`src/rtl/sync_fifo_stat.sv`:
```
// Single-clock FIFO with arbitrary depth, fill count, almost-full/empty thresholds,
// sticky overflow/underflow flags and selectable first-word-fall-through read.
module sync_fifo_stat #(
   parameter  int WIDTH     = 16,
   parameter  int DEPTH     = 8,
   parameter  int AFULL_TH  = DEPTH - 2,
   parameter  int AEMPTY_TH = 1,
   parameter  int FWFT      = 1,
   localparam int AW        = (DEPTH > 1) ? $clog2(DEPTH) : 1,
   localparam int CW        = $clog2(DEPTH + 1)
) (
   input  logic             i_clk,
   input  logic             i_rst,
   input  logic [WIDTH-1:0] i_wdata,
   input  logic             i_push,
   input  logic             i_pop,
   input  logic             i_flush,
   output logic [WIDTH-1:0] o_rdata,
   output logic             o_rvalid,
   output logic [CW-1:0]    o_count,
   output logic             o_full,
   output logic             o_empty,
   output logic             o_afull,
   output logic             o_aempty,
   output logic             o_overflow,
   output logic             o_underflow
);

   localparam logic [CW-1:0] DEPTH_C  = CW'(DEPTH);
   localparam logic [CW-1:0] AFULL_C  = CW'(AFULL_TH);
   localparam logic [CW-1:0] AEMPTY_C = CW'(AEMPTY_TH);
   localparam logic [AW-1:0] LAST_PTR = AW'(DEPTH - 1);

   logic [WIDTH-1:0] mem [DEPTH];
   logic [AW-1:0]    wptr, rptr;
   logic [CW-1:0]    count;
   logic [CW-1:0]    count_next;
   logic [CW-1:0]    count_d;
   logic             push_ok, pop_ok;

   // Depth need not be a power of two, so wrap on an explicit compare.
   function automatic logic [AW-1:0] ptr_inc(input logic [AW-1:0] ptr);
      return (ptr == LAST_PTR) ? '0 : ptr + AW'(1);
   endfunction

   // NOTE: every signal assigned in always_comb gets a default first, so no path infers a latch.
   always_comb begin
      pop_ok     = i_pop & ~o_empty;
      push_ok    = i_push & (~o_full | pop_ok);
      count_next = count;
      if (push_ok && !pop_ok) begin
         count_next = count + CW'(1);
      end else if (pop_ok && !push_ok) begin
         count_next = count - CW'(1);
      end
      count_d = i_flush ? '0 : count_next;
   end

   // NOTE: sequential state uses non-blocking assignments so every register samples pre-edge values.
   always_ff @(posedge i_clk or posedge i_rst) begin
      if (i_rst) begin
         wptr <= '0;
         rptr <= '0;
      end else if (i_flush) begin
         wptr <= '0;
         rptr <= '0;
      end else begin
         if (push_ok) wptr <= ptr_inc(wptr);
         if (pop_ok)  rptr <= ptr_inc(rptr);
      end
   end

   // Status flags are decoded from the next count so they move on the same edge as o_count.
   always_ff @(posedge i_clk or posedge i_rst) begin
      if (i_rst) begin
         count    <= '0;
         o_full   <= 1'b0;
         o_empty  <= 1'b1;
         o_afull  <= (AFULL_TH == 0);
         o_aempty <= 1'b1;
      end else begin
         count    <= count_d;
         o_full   <= (count_d == DEPTH_C);
         o_empty  <= (count_d == '0);
         o_afull  <= (count_d >= AFULL_C);
         o_aempty <= (count_d <= AEMPTY_C);
      end
   end

   assign o_count = count;

   always_ff @(posedge i_clk or posedge i_rst) begin
      if (i_rst) begin
         o_overflow  <= 1'b0;
         o_underflow <= 1'b0;
      end else if (i_flush) begin
         o_overflow  <= 1'b0;
         o_underflow <= 1'b0;
      end else begin
         if (i_push && !push_ok) o_overflow  <= 1'b1;
         if (i_pop  && !pop_ok)  o_underflow <= 1'b1;
      end
   end

   // NOTE: the storage array has no reset; pointers and count define what is valid.
   always_ff @(posedge i_clk) begin
      if (push_ok && !i_flush && !i_rst) begin
         mem[wptr] <= i_wdata;
      end
   end

   generate
      if (FWFT != 0) begin : g_fwft
         assign o_rdata  = mem[rptr];
         assign o_rvalid = ~o_empty;
      end else begin : g_reg_read
         always_ff @(posedge i_clk or posedge i_rst) begin
            if (i_rst) begin
               o_rdata  <= '0;
               o_rvalid <= 1'b0;
            end else if (i_flush) begin
               o_rvalid <= 1'b0;
            end else begin
               o_rvalid <= pop_ok;
               if (pop_ok) o_rdata <= mem[rptr];
            end
         end
      end
   endgenerate

endmodule

```
`config.mk`:
```
export PLATFORM = sky130hd
export DESIGN_NAME = sync_fifo_stat
export DESIGN_NICKNAME = d
export VERILOG_FILES = /design/src/rtl/sync_fifo_stat.sv
export SDC_FILE = /design/constraint.sdc
export NUM_CORES = 1
export LEC_CHECK = 0
export ABC_CLOCK_PERIOD_IN_PS = 2500
export CAP_MARGIN = 20
export CORE_ASPECT_RATIO = 0.7
export CORE_MARGIN = 5
export CORE_UTILIZATION = 56
export CTS_CLUSTER_SIZE = 40
export DETAILED_ROUTE_END_ITERATION = 8
export DONT_BUFFER_PORTS = 1
export GPL_TIMING_DRIVEN = 1
export HOLD_SLACK_MARGIN = 0.15
export PLACE_DENSITY = 0.72
export SLEW_MARGIN = 0
export SYNTH_ARGS = -nofsm -noshare
export SYNTH_HDL_FRONTEND = slang
export SYNTH_SLANG_ARGS = --single-unit
```
`constraint.sdc`:
```
create_clock -name i_clk -period 2.5 [get_ports i_clk]
set_input_delay 0.5 -clock i_clk [delete_from_list [all_inputs] [get_ports i_clk]]
set_output_delay 0.5 -clock i_clk [all_outputs]
set_load 0.02 [all_outputs]
```
Word-level counts from Yosys, hierarchy flattened. Memories as Yosys holds them, arrays and structs flattened. Cells that the tools add are included.

$add $sub $neg: 4. Muxes and demuxes: 15. Bitwise gates (word level): 5. Equal/unequal tests: 3. Reduce and logical (&&, ||, !) cells: 15. $lt $le $gt $ge: 2.

Operators with widths (count): 2-to-1 mux 3 bit (6); 2-to-1 mux 4 bit (3); nonzero test 2 bit (4); adder 3 x 1 -> 3 bit, second input constant (2); equality test 3 bit, second input constant (2); logical AND 1 bit (6); 2-to-1 mux 1 bit (6); adder 4 x 1 -> 4 bit, second input constant (1); equality test 4 bit, second input constant (1); >= comparator 4 x 3 -> 1 bit, second input constant (1); <= comparator 4 x 1 -> 1 bit, second input constant (1); logical NOT 1 bit (4); logical NOT 4 bit (1); subtractor 4 x 1 -> 4 bit, second input constant (1); AND 1 bit (2); inverter 1 bit (2); bitwise OR 1 bit (1).

Word-level logic and storage cells: 54. Output and inout bits: 27. RAM bits: 128. Input bits: 21. Bits in registers: 16. Memories kept: 1.

Memory list: mem (words 8, bits a word 16, rd ports 1, clocked after memory_dff 0, write ports 1, RTL line 34) `logic [WIDTH-1:0] mem [DEPTH];`.

Depth between registers and ports, before layout.
Word-level depth: 10. Gate-level depth with buffers: 7. Depth with buffers taken out: 7.

Worst setup path before layout. Ideal clock, no wire load.

Kind: flip-flop to flip-flop. From: register o_empty. To: memory mem[0][0], enable pin. Data arrival time: 2243 ps. Setup slack: -152 ps. Library setup time: 409 ps. Cell stages (with the launch flop): 6. Buffers on the path: 0. Path through: dfstp_2 > and2b_4 > o21ai_2 > nor3_1 > nand2b_1 > nor3_1.

Cells in the longest elaborated chain, start to end: 8.

RTL lines: from (decl) (RTL line 22) `output logic o_empty,`; from (signal assigned) (RTL line 84) `o_empty <= (count_d == '0);`; inverter 1 bit (RTL line 48) `pop_ok = i_pop & ~o_empty;`; AND 1 bit (RTL line 48); bitwise OR 1 bit (RTL line 49) `push_ok = i_push & (~o_full | pop_ok);`; AND 1 bit (RTL line 49); logical AND 1 bit (2 in a row) (RTL line 107) `if (push_ok && !i_flush && !i_rst) begin`; 2-to-1 mux 1 bit (RTL line 107); 2-to-1 mux 1 bit (implied by the code) (RTL line 108) `mem[wptr] <= i_wdata;`; to (decl) (RTL line 34).

No other way between the ends.

Final worst setup path.
From: register rptr[0]. To: output o_rdata[2].

Cells in the longest elaborated chain, start to end: 1.

RTL lines: from (decl) (RTL line 35) `logic [AW-1:0] wptr, rptr;`; from (signal assigned) (RTL line 69) `if (pop_ok) rptr <= ptr_inc(rptr);`; memory read (8 x 16 bit); to (decl) (RTL line 18) `output logic [WIDTH-1:0] o_rdata,`.

No other way between the ends.

==> metrics.txt <==
Post-synth EDFFs=128; H-tree depth=4; Hold WS=0.184 ns; Die ar.=12500 sq um; wire length of the first global-routing pass=17100 um; Max Slew Vio Count=0; clk_skew=0.00730 ns; GPL Wtd Cong=0.717; Mapped Cells=281; post-synthesis sequential area ratio=73.7%; Tightest Hold Check Type=in2reg; Worst Path Required=2.00 ns; #FFs+latches synth=144; Worst setup SP type=register; Syn Nets=308; Fin. Hold Viols=0; Layout fillers=652; number of instances in the placed design=424; Post-Syn Area per Cell=20.5 sq um; # nets final=342; mapped cell area=5760 sq um; initial antenna violation count=0; postcts setup bufs=0; clk sinks=144; Die X=131 um; Final Instance Area=6770 sq um; crit end category=output port; root buffer cell=clkbuf_16; min-delay src=i_wdata[14]; Tmin final=2.45 ns; Pwr Density=928 nW/um^2; Worst R2R Start=o_count[0]; Area growth syn-to-layout=17.4%; pre-CTS setup slack=0.373 ns; grt total ovfl=0; die height=94.9 um; Crit. Startpoint=rptr[0]; # diodes=0; largest net degree at the start of global routing=26; Final WS setup=0.0469 ns; ys async rst share=11.1%; CTS tree=built; Final Routed Wirelength=11100 um; RSZ-0062 raised after global routing=yes; Pre-antenna DRT Iters=4; Setup violations, final=0; top cells by count, synth=128 x edfxtp_1, 25 x mux4_2, 16 x mux2_2; status=finished clean; share of cells above drive strength 1=32.3%; Via density=5.91; Max Buffers Root-to-Sink=2; Peak VDD IR=0.827 mV; Initial Util=56.5%; area leader, netlist=edfxtp_1; cell with the most instances after synthesis=edfxtp_1; Synthesis Warnings=0; Non-Filler Instances=460; Netlist cell types=36; vias in the first global route=2793; post-layout util=66.3%; Iter 0 DRT Violations=263; Max Cap Viol=0; TritonCTS buffer count=17; placed cell area=6050 sq um; ys flop type=edfxtp_1; Routed WL per cell=24.0 um; Achievable Freq=0.408 GHz; Synth top area share=66.7%; DRC=0; num ports=48; I/O Buffers=0; dominant cells by area after synthesis=edfxtp_1 67%, mux4_2 9.8%, dfrtp_1 6.1%; Core Area=10200 sq um; Final Cycle Share=98.1%; clock insertion delay at the later pin of the skew report=0.41 ns; Worst-path clk slew=0.06 ns; leakage=2.30 nW; Final ANT Viol Nets=0; row cnt=31; Worst Path Max Fanout=13; vias after detailed routing=2719; Tot GR Track Use=18.9%; Worst-Margin Slew=0.598 ns; CP Class=reg2out; DP Wirelength=6720 um; Max-slew headroom=60.1%; critical path data arrival time=1.95 ns
sequential cells by signal (all words and copies together) (netlist names):
signal       count
mem            128
o_count          4
rptr             3
wptr             3
o_aempty         1
o_afull          1
o_empty          1
o_full           1
o_overflow       1
o_underflow      1
path summary, 6_finish.rpt:
kind                              end  slack [ns]  cells past startpoint
max                        o_rdata[2]        0.05                      3
min                        mem[1][14]        0.18                      0
max reg2reg                    o_full        0.36                      7
min reg2reg                   wptr[0]        0.62                      2
max in group asynchronous     rptr[0]        1.46                      2
min in group asynchronous      o_full        0.62                      2
kinds of logic (layout without fill, tap and decap cells):
logic type	count (synthesis)	in the layout	share of synthesized area [%]
AO/OA/AOI/OAI	16	16	1.63
multiplexers	50	50	16.4
AND/OR/NAND/NOR	44	44	4.75
adder cells (fa/ha/maj)	6	6	1.30
flip-flops	144	144	73.7
buffers and inverters	19	66	1.91
XOR/XNOR	2	2	0.304
what timing repair did:
item,CTS,global route
hold endpoints to repair,22,0
hold buffers,3,0
endpoints found under the setup margin,0,7
resized for setup,0,5
power breakdown:
part	internal, W	total [W]	leakage (nW)	switching, W
registers	0.00270	0.00281	1.36	0.000103
logic	0.000362	0.000767	0.634	0.000404
clock network	0.00180	0.00271	0.304	0.000913
total	0.00486	0.00628	2.30	0.00142
layout make-up:
class	count	area [sq um]	area share [%]
clock inverter	10	184	2.72
tap	132	165	2.44
multi-input combinational	118	1430	21.2
clock buffer	22	454	6.71
sequential	144	4250	62.8
inverter	7	26.3	0.388
timing repair buffer	27	256	3.79
layout by cell type, fill, tap and decap left out, drive strengths merged, types with 6 or more instances in the layout:
master | Yosys | final
mux2 | 16 | 16
edfxtp | 128 | 128
nand2 | 6 | 6
dfrtp | 14 | 14
a21oi | 7 | 7
nor3 | 8 | 8
nor2 | 15 | 15
ha | 6 | 6
mux4 | 32 | 32
inv | 7 | 7
clkbuf | 3 | 23
buf | 9 | 23
through the flow:
step	setup TNS, ns	total power, W
finish	0	0.00628
global route	-0.0541	0.00653
CTS	0	0.00630
detailed placement	0	0.00358
global placement	0	0.00357
floorplan	0	0.00345
critical path: stages (launching register included):
cell	delay, ns
dfrtp_2	0.44
buf_12	0.19
mux4_1	0.58
mux2_4	0.33
metal layers:
metal	wire length [um]	share of wire, %	vias to the layer above	track usage [%]
li1	-	-	1203	-
met1	5130	46	1447	27.2
met2	5260	48	61	27.7
met3	592	5.4	8	6.71
met4	78	0.71	0	5.65
met5	0	0	-	0
No activity file was read; power rests on OpenSTA's default activity.
